==> src/rtl/rate_time_product_if.sv <==
// Start/done handshake and operand/result bus between the requester and the
// rate_time_product multiplier. The same handshake is used by the exponential stage.
interface rate_time_product_if #(
   parameter int WIDTH = 32
);
   // start is a one-cycle request taken only while idle. Pulses that arrive
   // while busy are dropped and never queued. done is a one-cycle pulse, and x/sat
   // stay valid from that pulse until the next result.
   logic             start;
   logic [WIDTH-1:0] r;
   logic [WIDTH-1:0] t;
   logic [WIDTH-1:0] x;
   logic             done;
   logic             busy;
   logic             sat;
   logic [1:0]       dbg_state;

   modport master (output start, r, t, input x, done, busy, sat, dbg_state);
   modport slave  (input start, r, t, output x, done, busy, sat, dbg_state);
endinterface

==> src/rtl/rate_time_product.sv <==
// Serial shift-add Q16.16 multiplier that forms x = r*T for the discount exponent.
// The result is rounded half-up on magnitude and saturated to the signed WIDTH range.
module rate_time_product #(
   parameter int WIDTH = 32,
   parameter int FRAC  = 16
) (
   input  logic                clk,
   input  logic                reset,
   rate_time_product_if.slave  bus
);
   localparam int PW = 2 * WIDTH;
   localparam int CW = $clog2(WIDTH);
   localparam logic [PW-1:0] RND   = {{(PW-FRAC){1'b0}}, 1'b1, {(FRAC-1){1'b0}}};
   localparam logic [PW-1:0] MAX_P = {{(WIDTH+1){1'b0}}, {(WIDTH-1){1'b1}}};
   localparam logic [PW-1:0] MAX_N = {{WIDTH{1'b0}}, 1'b1, {(WIDTH-1){1'b0}}};

   typedef enum logic [1:0] {S_IDLE, S_MUL, S_NORM, S_DONE} state_t;

   state_t           r_state;
   logic [CW-1:0]    r_cnt;
   logic [PW-1:0]    r_prod;
   logic [PW-1:0]    r_mcand;
   logic [WIDTH-1:0] r_mplier;
   logic             r_neg;
   logic [WIDTH-1:0] r_x;
   logic             r_done;
   logic             r_busy;
   logic             r_sat;

   logic [WIDTH-1:0] w_abs_r;
   logic [WIDTH-1:0] w_abs_t;
   logic [PW-1:0]    w_rounded;
   logic [PW-1:0]    w_mag;
   logic [WIDTH-1:0] w_x;
   logic             w_sat;

   // The magnitude of the most negative value, 2^(WIDTH-1), is representable unsigned.
   assign w_abs_r = bus.r[WIDTH-1] ? (~bus.r + WIDTH'(1)) : bus.r;
   assign w_abs_t = bus.t[WIDTH-1] ? (~bus.t + WIDTH'(1)) : bus.t;

   assign w_rounded = r_prod + RND;
   assign w_mag     = w_rounded >> FRAC;

   always_comb begin
      w_x   = '0;
      w_sat = 1'b0;
      if (w_mag == '0) begin
         w_x   = '0;
         w_sat = 1'b0;
      end else if (!r_neg) begin
         if (w_mag > MAX_P) begin
            w_x   = {1'b0, {(WIDTH-1){1'b1}}};
            w_sat = 1'b1;
         end else begin
            w_x = w_mag[WIDTH-1:0];
         end
      end else begin
         // A magnitude of exactly 2^(WIDTH-1) negates to the minimum value without clamping.
         if (w_mag > MAX_N) begin
            w_x   = {1'b1, {(WIDTH-1){1'b0}}};
            w_sat = 1'b1;
         end else begin
            w_x = ~w_mag[WIDTH-1:0] + WIDTH'(1);
         end
      end
   end

   always_ff @(posedge clk or negedge reset) begin
      if (!reset) begin
         r_state  <= S_IDLE;
         r_cnt    <= '0;
         r_prod   <= '0;
         r_mcand  <= '0;
         r_mplier <= '0;
         r_neg    <= 1'b0;
         r_x      <= '0;
         r_done   <= 1'b0;
         r_busy   <= 1'b0;
         r_sat    <= 1'b0;
      end else begin
         case (r_state)
            S_IDLE: begin
               if (bus.start) begin
                  r_mcand  <= {{WIDTH{1'b0}}, w_abs_r};
                  r_mplier <= w_abs_t;
                  r_neg    <= bus.r[WIDTH-1] ^ bus.t[WIDTH-1];
                  r_prod   <= '0;
                  r_cnt    <= '0;
                  r_busy   <= 1'b1;
                  r_state  <= S_MUL;
               end
            end
            S_MUL: begin
               if (r_mplier[0]) r_prod <= r_prod + r_mcand;
               r_mcand  <= r_mcand << 1;
               r_mplier <= r_mplier >> 1;
               r_cnt    <= r_cnt + 1'b1;
               if (r_cnt == CW'(WIDTH-1)) r_state <= S_NORM;
            end
            S_NORM: begin
               r_x     <= w_x;
               r_sat   <= w_sat;
               r_done  <= 1'b1;
               r_state <= S_DONE;
            end
            S_DONE: begin
               r_done  <= 1'b0;
               r_busy  <= 1'b0;
               r_state <= S_IDLE;
            end
            default: r_state <= S_IDLE;
         endcase
      end
   end

   assign bus.x         = r_x;
   assign bus.done      = r_done;
   assign bus.busy      = r_busy;
   assign bus.sat       = r_sat;
   assign bus.dbg_state = r_state;
endmodule
==> src/flat_wrapper.sv <==
// flat-port wrapper written by rule: the top's interface ports become plain ports
module rate_time_product_flat 
#(
   parameter int WIDTH = 32,
   parameter int FRAC  = 16
)
  (clk, reset, bus_start, bus_r, bus_t, bus_x, bus_done, bus_busy, bus_sat, bus_dbg_state);
  rate_time_product_if #(.WIDTH(WIDTH)) bus_i ();
  input  logic clk;
  input  logic reset;
  input wire logic [$bits(bus_i.start)-1:0] bus_start;
  input wire logic [$bits(bus_i.r)-1:0] bus_r;
  input wire logic [$bits(bus_i.t)-1:0] bus_t;
  output wire logic [$bits(bus_i.x)-1:0] bus_x;
  output wire logic [$bits(bus_i.done)-1:0] bus_done;
  output wire logic [$bits(bus_i.busy)-1:0] bus_busy;
  output wire logic [$bits(bus_i.sat)-1:0] bus_sat;
  output wire logic [$bits(bus_i.dbg_state)-1:0] bus_dbg_state;
  assign bus_i.start = bus_start;
  assign bus_i.r = bus_r;
  assign bus_i.t = bus_t;
  assign bus_x = bus_i.x;
  assign bus_done = bus_i.done;
  assign bus_busy = bus_i.busy;
  assign bus_sat = bus_i.sat;
  assign bus_dbg_state = bus_i.dbg_state;
  rate_time_product #(.WIDTH(WIDTH), .FRAC(FRAC)) u_core (.clk(clk), .reset(reset), .bus(bus_i));
endmodule
==> config.mk <==
export PLATFORM = sky130hd
export DESIGN_NAME = rate_time_product_flat
export DESIGN_NICKNAME = d
export VERILOG_FILES = /design/src/rtl/rate_time_product_if.sv /design/src/rtl/rate_time_product.sv /design/src/flat_wrapper.sv
export SDC_FILE = /design/constraint.sdc
export NUM_CORES = 1
export LEC_CHECK = 0
export ABC_AREA = 0
export BUFFER_PORTS_ARGS = -buffer_cell sky130_fd_sc_hd__buf_4
export CAP_MARGIN = 20
export CORE_MARGIN = 10
export CORE_UTILIZATION = 62
export DETAILED_ROUTE_END_ITERATION = 16
export GPL_ROUTABILITY_DRIVEN = 0
export PLACE_DENSITY = 0.79
export SYNTH_ARGS = -nofsm -noshare
export SYNTH_HDL_FRONTEND = slang
export SYNTH_SLANG_ARGS = --single-unit
==> constraint.sdc <==
create_clock -name clk -period 4.9 [get_ports clk]
set_clock_uncertainty 0.05 [all_clocks]
set_input_delay 0.49 -clock clk [delete_from_list [all_inputs] [get_ports clk]]
set_output_delay 0.49 -clock clk [all_outputs]
set_load 0.05 [all_outputs]
==> results.sh <==
export IMPL_cts_setup_buffers=0
export IMPL_place_hpwl_um=28600
export IMPL_syn_avg_cell_area_um2=8.20
export IMPL_overflow=0
export IMPL_grtUsageTotal_pct=24.1
export IMPL_die_y_um=177
export IMPL_path_max_fanout=5
export IMPL_antenna_left=0
export IMPL_cts_resized=0
export IMPL_hold_path_class="in -> async"
export IMPL_hold_buffers=0
export IMPL_grt_pass1_vias=13200
export IMPL_total_power_mw=10.7
export IMPL_syn_nets=2012
export IMPL_synth_compound_area_share_pct=25.8
export IMPL_wl_per_cell_um=17.2
export IMPL_fin_nets=2048
export IMPL_synth_edf_count=0
export IMPL_relSlewSlack_pct=27.3
export IMPL_grt_pass1_wl_um=64900
export IMPL_drv_cap=0
export IMPL_crit_slowest_cell="a2111oi_0"
export IMPL_end_kind="flop"
export IMPL_drv_slew=0
export IMPL_dr_pass1_iters=6
export IMPL_wl_um=38700
export IMPL_antenna_cells=0
export IMPL_synth_seq_cells=203
export IMPL_synth_top_family_by_area="compound AO/OA/AOI/OAI gates"
export IMPL_cts_tree="built"
export IMPL_io_pins=104
export IMPL_critical_path_most_common_cell="o21ai_0"
export IMPL_synth_adder_area_share_pct=6.17
export IMPL_rsz0062_at_grt="false"
export IMPL_synth_area_leaders="dfrtp_1, ha_1, o21ai_0"
export IMPL_numPortBuffers=103
export IMPL_synth_mux_area_share_pct=1.52
export IMPL_cts_made_buffers=24
export IMPL_timing_critical_path_buf_inv=0
export IMPL_drc_errors=0
export IMPL_fmax_ghz=0.235
export IMPL_tns_ns=0
export IMPL_syn_inst=1870
export IMPL_fillers=1948
export IMPL_critical_path_class="reg -> reg"
export IMPL_regArea_um2=5080
export IMPL_core_um2=24300
export IMPL_row_count=57
export IMPL_hold_viol=0
export IMPL_worst_slew_pin_slew_ns=1.09
export IMPL_viasPerCell=6.26
export IMPL_timing_final_crit_period_ns=4.26
export IMPL_ys_seq_area_share_pct=33.1
export IMPL_cts_root_buf="clkbuf_16"
export IMPL_cp_top_family="compound AO/OA/AOI/OAI gates"
export IMPL_synthFlopType="dfrtp_1"
export IMPL_synth_distinct_cells=81
export IMPL_p_per_area_nw_per_um2=629
export IMPL_worstPathRequired_ns=5.24
export IMPL_die_area_um2=31400
export IMPL_layout_drive_gt1_share_pct=9.93
export IMPL_cts_max_level=1
export IMPL_clkTransAtPathRegs_ns=0.06
export IMPL_multi_input_area_um2=9710
export IMPL_place_ws_ns=0.675
export IMPL_period_share_pct=86.9
export IMPL_worst_slack_ns=0.643
export IMPL_antenna_found_initial=0
export IMPL_synth_simple_area_share_pct=20.3
export IMPL_synthArstFlopShare_pct=100
export IMPL_synth_xor_area_share_pct=9.31
export IMPL_yosysTopAreaCell="dfrtp_1"
export IMPL_area_growth_pct=11.4
export IMPL_path_cells="ha_1 > a211o_1 > a2111oi_0 > o21ai_0 > a32o_1 > o21ai_0 > a2111oi_0 > o21ai_0 > o311a_1 > mux2i_1 > o211ai_1"
export IMPL_leakagePower_nw=7.65
export IMPL_yosys_warnings=0
export IMPL_drtIter0Drc=1352
export IMPL_die_w_um=177
export IMPL_setup_viol=0
export IMPL_insertion_delay_ns=0.54
export IMPL_status="finished clean"
export IMPL_clock_path_buffers=3
export IMPL_max_stage_delay_ns=0.54
export IMPL_syn_area_um2=15300
export IMPL_crit_path_start_kind="flop"
export IMPL_start_util_pct=63.0
export IMPL_synth_top_area_share_pct=33.1
export IMPL_cts_sinks=203
export IMPL_irDropWorstVdd_uv=528
export IMPL_vias=14100
export IMPL_arrival_ns=4.60
export IMPL_grt_max_degree=118
where the power goes:
part	internal [mW]	switching (mW)	total, mW
sequential	2.26	0.573	2.84
combinational	2.22	3.86	6.08
clock	1.12	0.707	1.83
cells in the mapped netlist, drive strengths merged (7+ instances only):
cell,count
a211oi,10
a21o,44
a21oi,157
a22o,41
a31oi,11
a32o,9
and2,12
and3,23
and4,8
buf,27
clkbuf,83
dfrtp,203
ha,74
inv,38
mux2i,21
nand2,234
nand2b,10
nand3,57
nand3b,7
nand4,36
nor2,140
nor2b,12
nor3,40
nor4,19
o211ai,9
o21a,9
o21ai,188
o21bai,12
o2bb2ai,25
o31ai,27
o41ai,13
or2,8
or3,23
or4,7
xnor2,82
xor2,81
cell type report:
type	count	area share (%)
clock buffer	35	4.23
inverter	38	0.835
tap	324	2.37
clock inverter	8	0.564
sequential	203	29.7
multi-input combinational	1519	56.8
timing repair buffer	120	5.43
metal layers:
| metal | global-route usage, % | vias to the layer above | wire (µm) |
|---|---|---|---|
| met5 | 0 | - | 0 |
| li1 | - | 6912 | - |
| met3 | 4.84 | 78 | 2790 |
| met4 | 7.36 | 0 | 1020 |
| met2 | 37.2 | 460 | 17000 |
| met1 | 33.5 | 6606 | 17900 |
cell usage in the layout (no fill, tap or decap), types with 23 or more instances in the layout:
cell type and instances:
buf_4 117, a22o_1 41, xnor2_1 82, clkbuf_16 25, nand3_1 55, o2bb2ai_1 25, inv_1 38, a21oi_1 157
o31ai_1 26, dfrtp_1 203, a21o_1 44, and3_1 23, nor2_1 139, o21ai_0 182, nand2_1 234, nor3_1 38
xor2_1 81, ha_1 73, or3_1 23, nand4_1 35
registers in the layout (all words and copies together), names as in the netlist:
register / flops
u_core.r_neg: 1
u_core.bus.x: 32
u_core.bus.sat: 1
u_core.r_cnt: 5
u_core.bus.dbg_state: 2
u_core.bus.busy: 1
u_core.r_mcand: 64
u_core.r_prod: 64
u_core.bus.done: 1
u_core.r_mplier: 32
worst paths after layout:
kind,start,to,slack [ns],cells after the start
min in group clk,bus_start,u_core.r_neg,0.17,2
worst min register to register,u_core.bus.x[30],u_core.bus.x[30],0.43,2
worst max register to register,u_core.r_mcand[1],u_core.r_prod[63],0.64,11
max in group asynchronous,reset,u_core.r_mplier[16],3.74,2
worst min-delay path,reset,u_core.bus.x[2],0.05,1
worst max-delay path,u_core.r_mcand[1],u_core.r_prod[63],0.64,11
cells by family (layout without fill, tap and decap cells):
logic type / count (synthesis) / in the layout
simple gates: 644 / 644
buf+inv: 148 / 201
xor+xnor: 163 / 163
mux: 23 / 23
compound gates: 614 / 614
fa+ha+maj: 75 / 75
flops: 203 / 203
per-stage QoR:
stage	hold slack, ns	util [%]	cell area, µm²	std cells
6_report	0.0462	70.2	17100	2247
4_1_cts	0.0887	70.2	17100	2247
2_1_floorplan	0.144	-	15300	1870
3_3_place_gp	0.411	66.8	16200	2203
5_1_grt	0.129	70.2	17100	2247
3_5_place_dp	0.421	66.9	16300	2204
(Power assumes the default switching activity.)
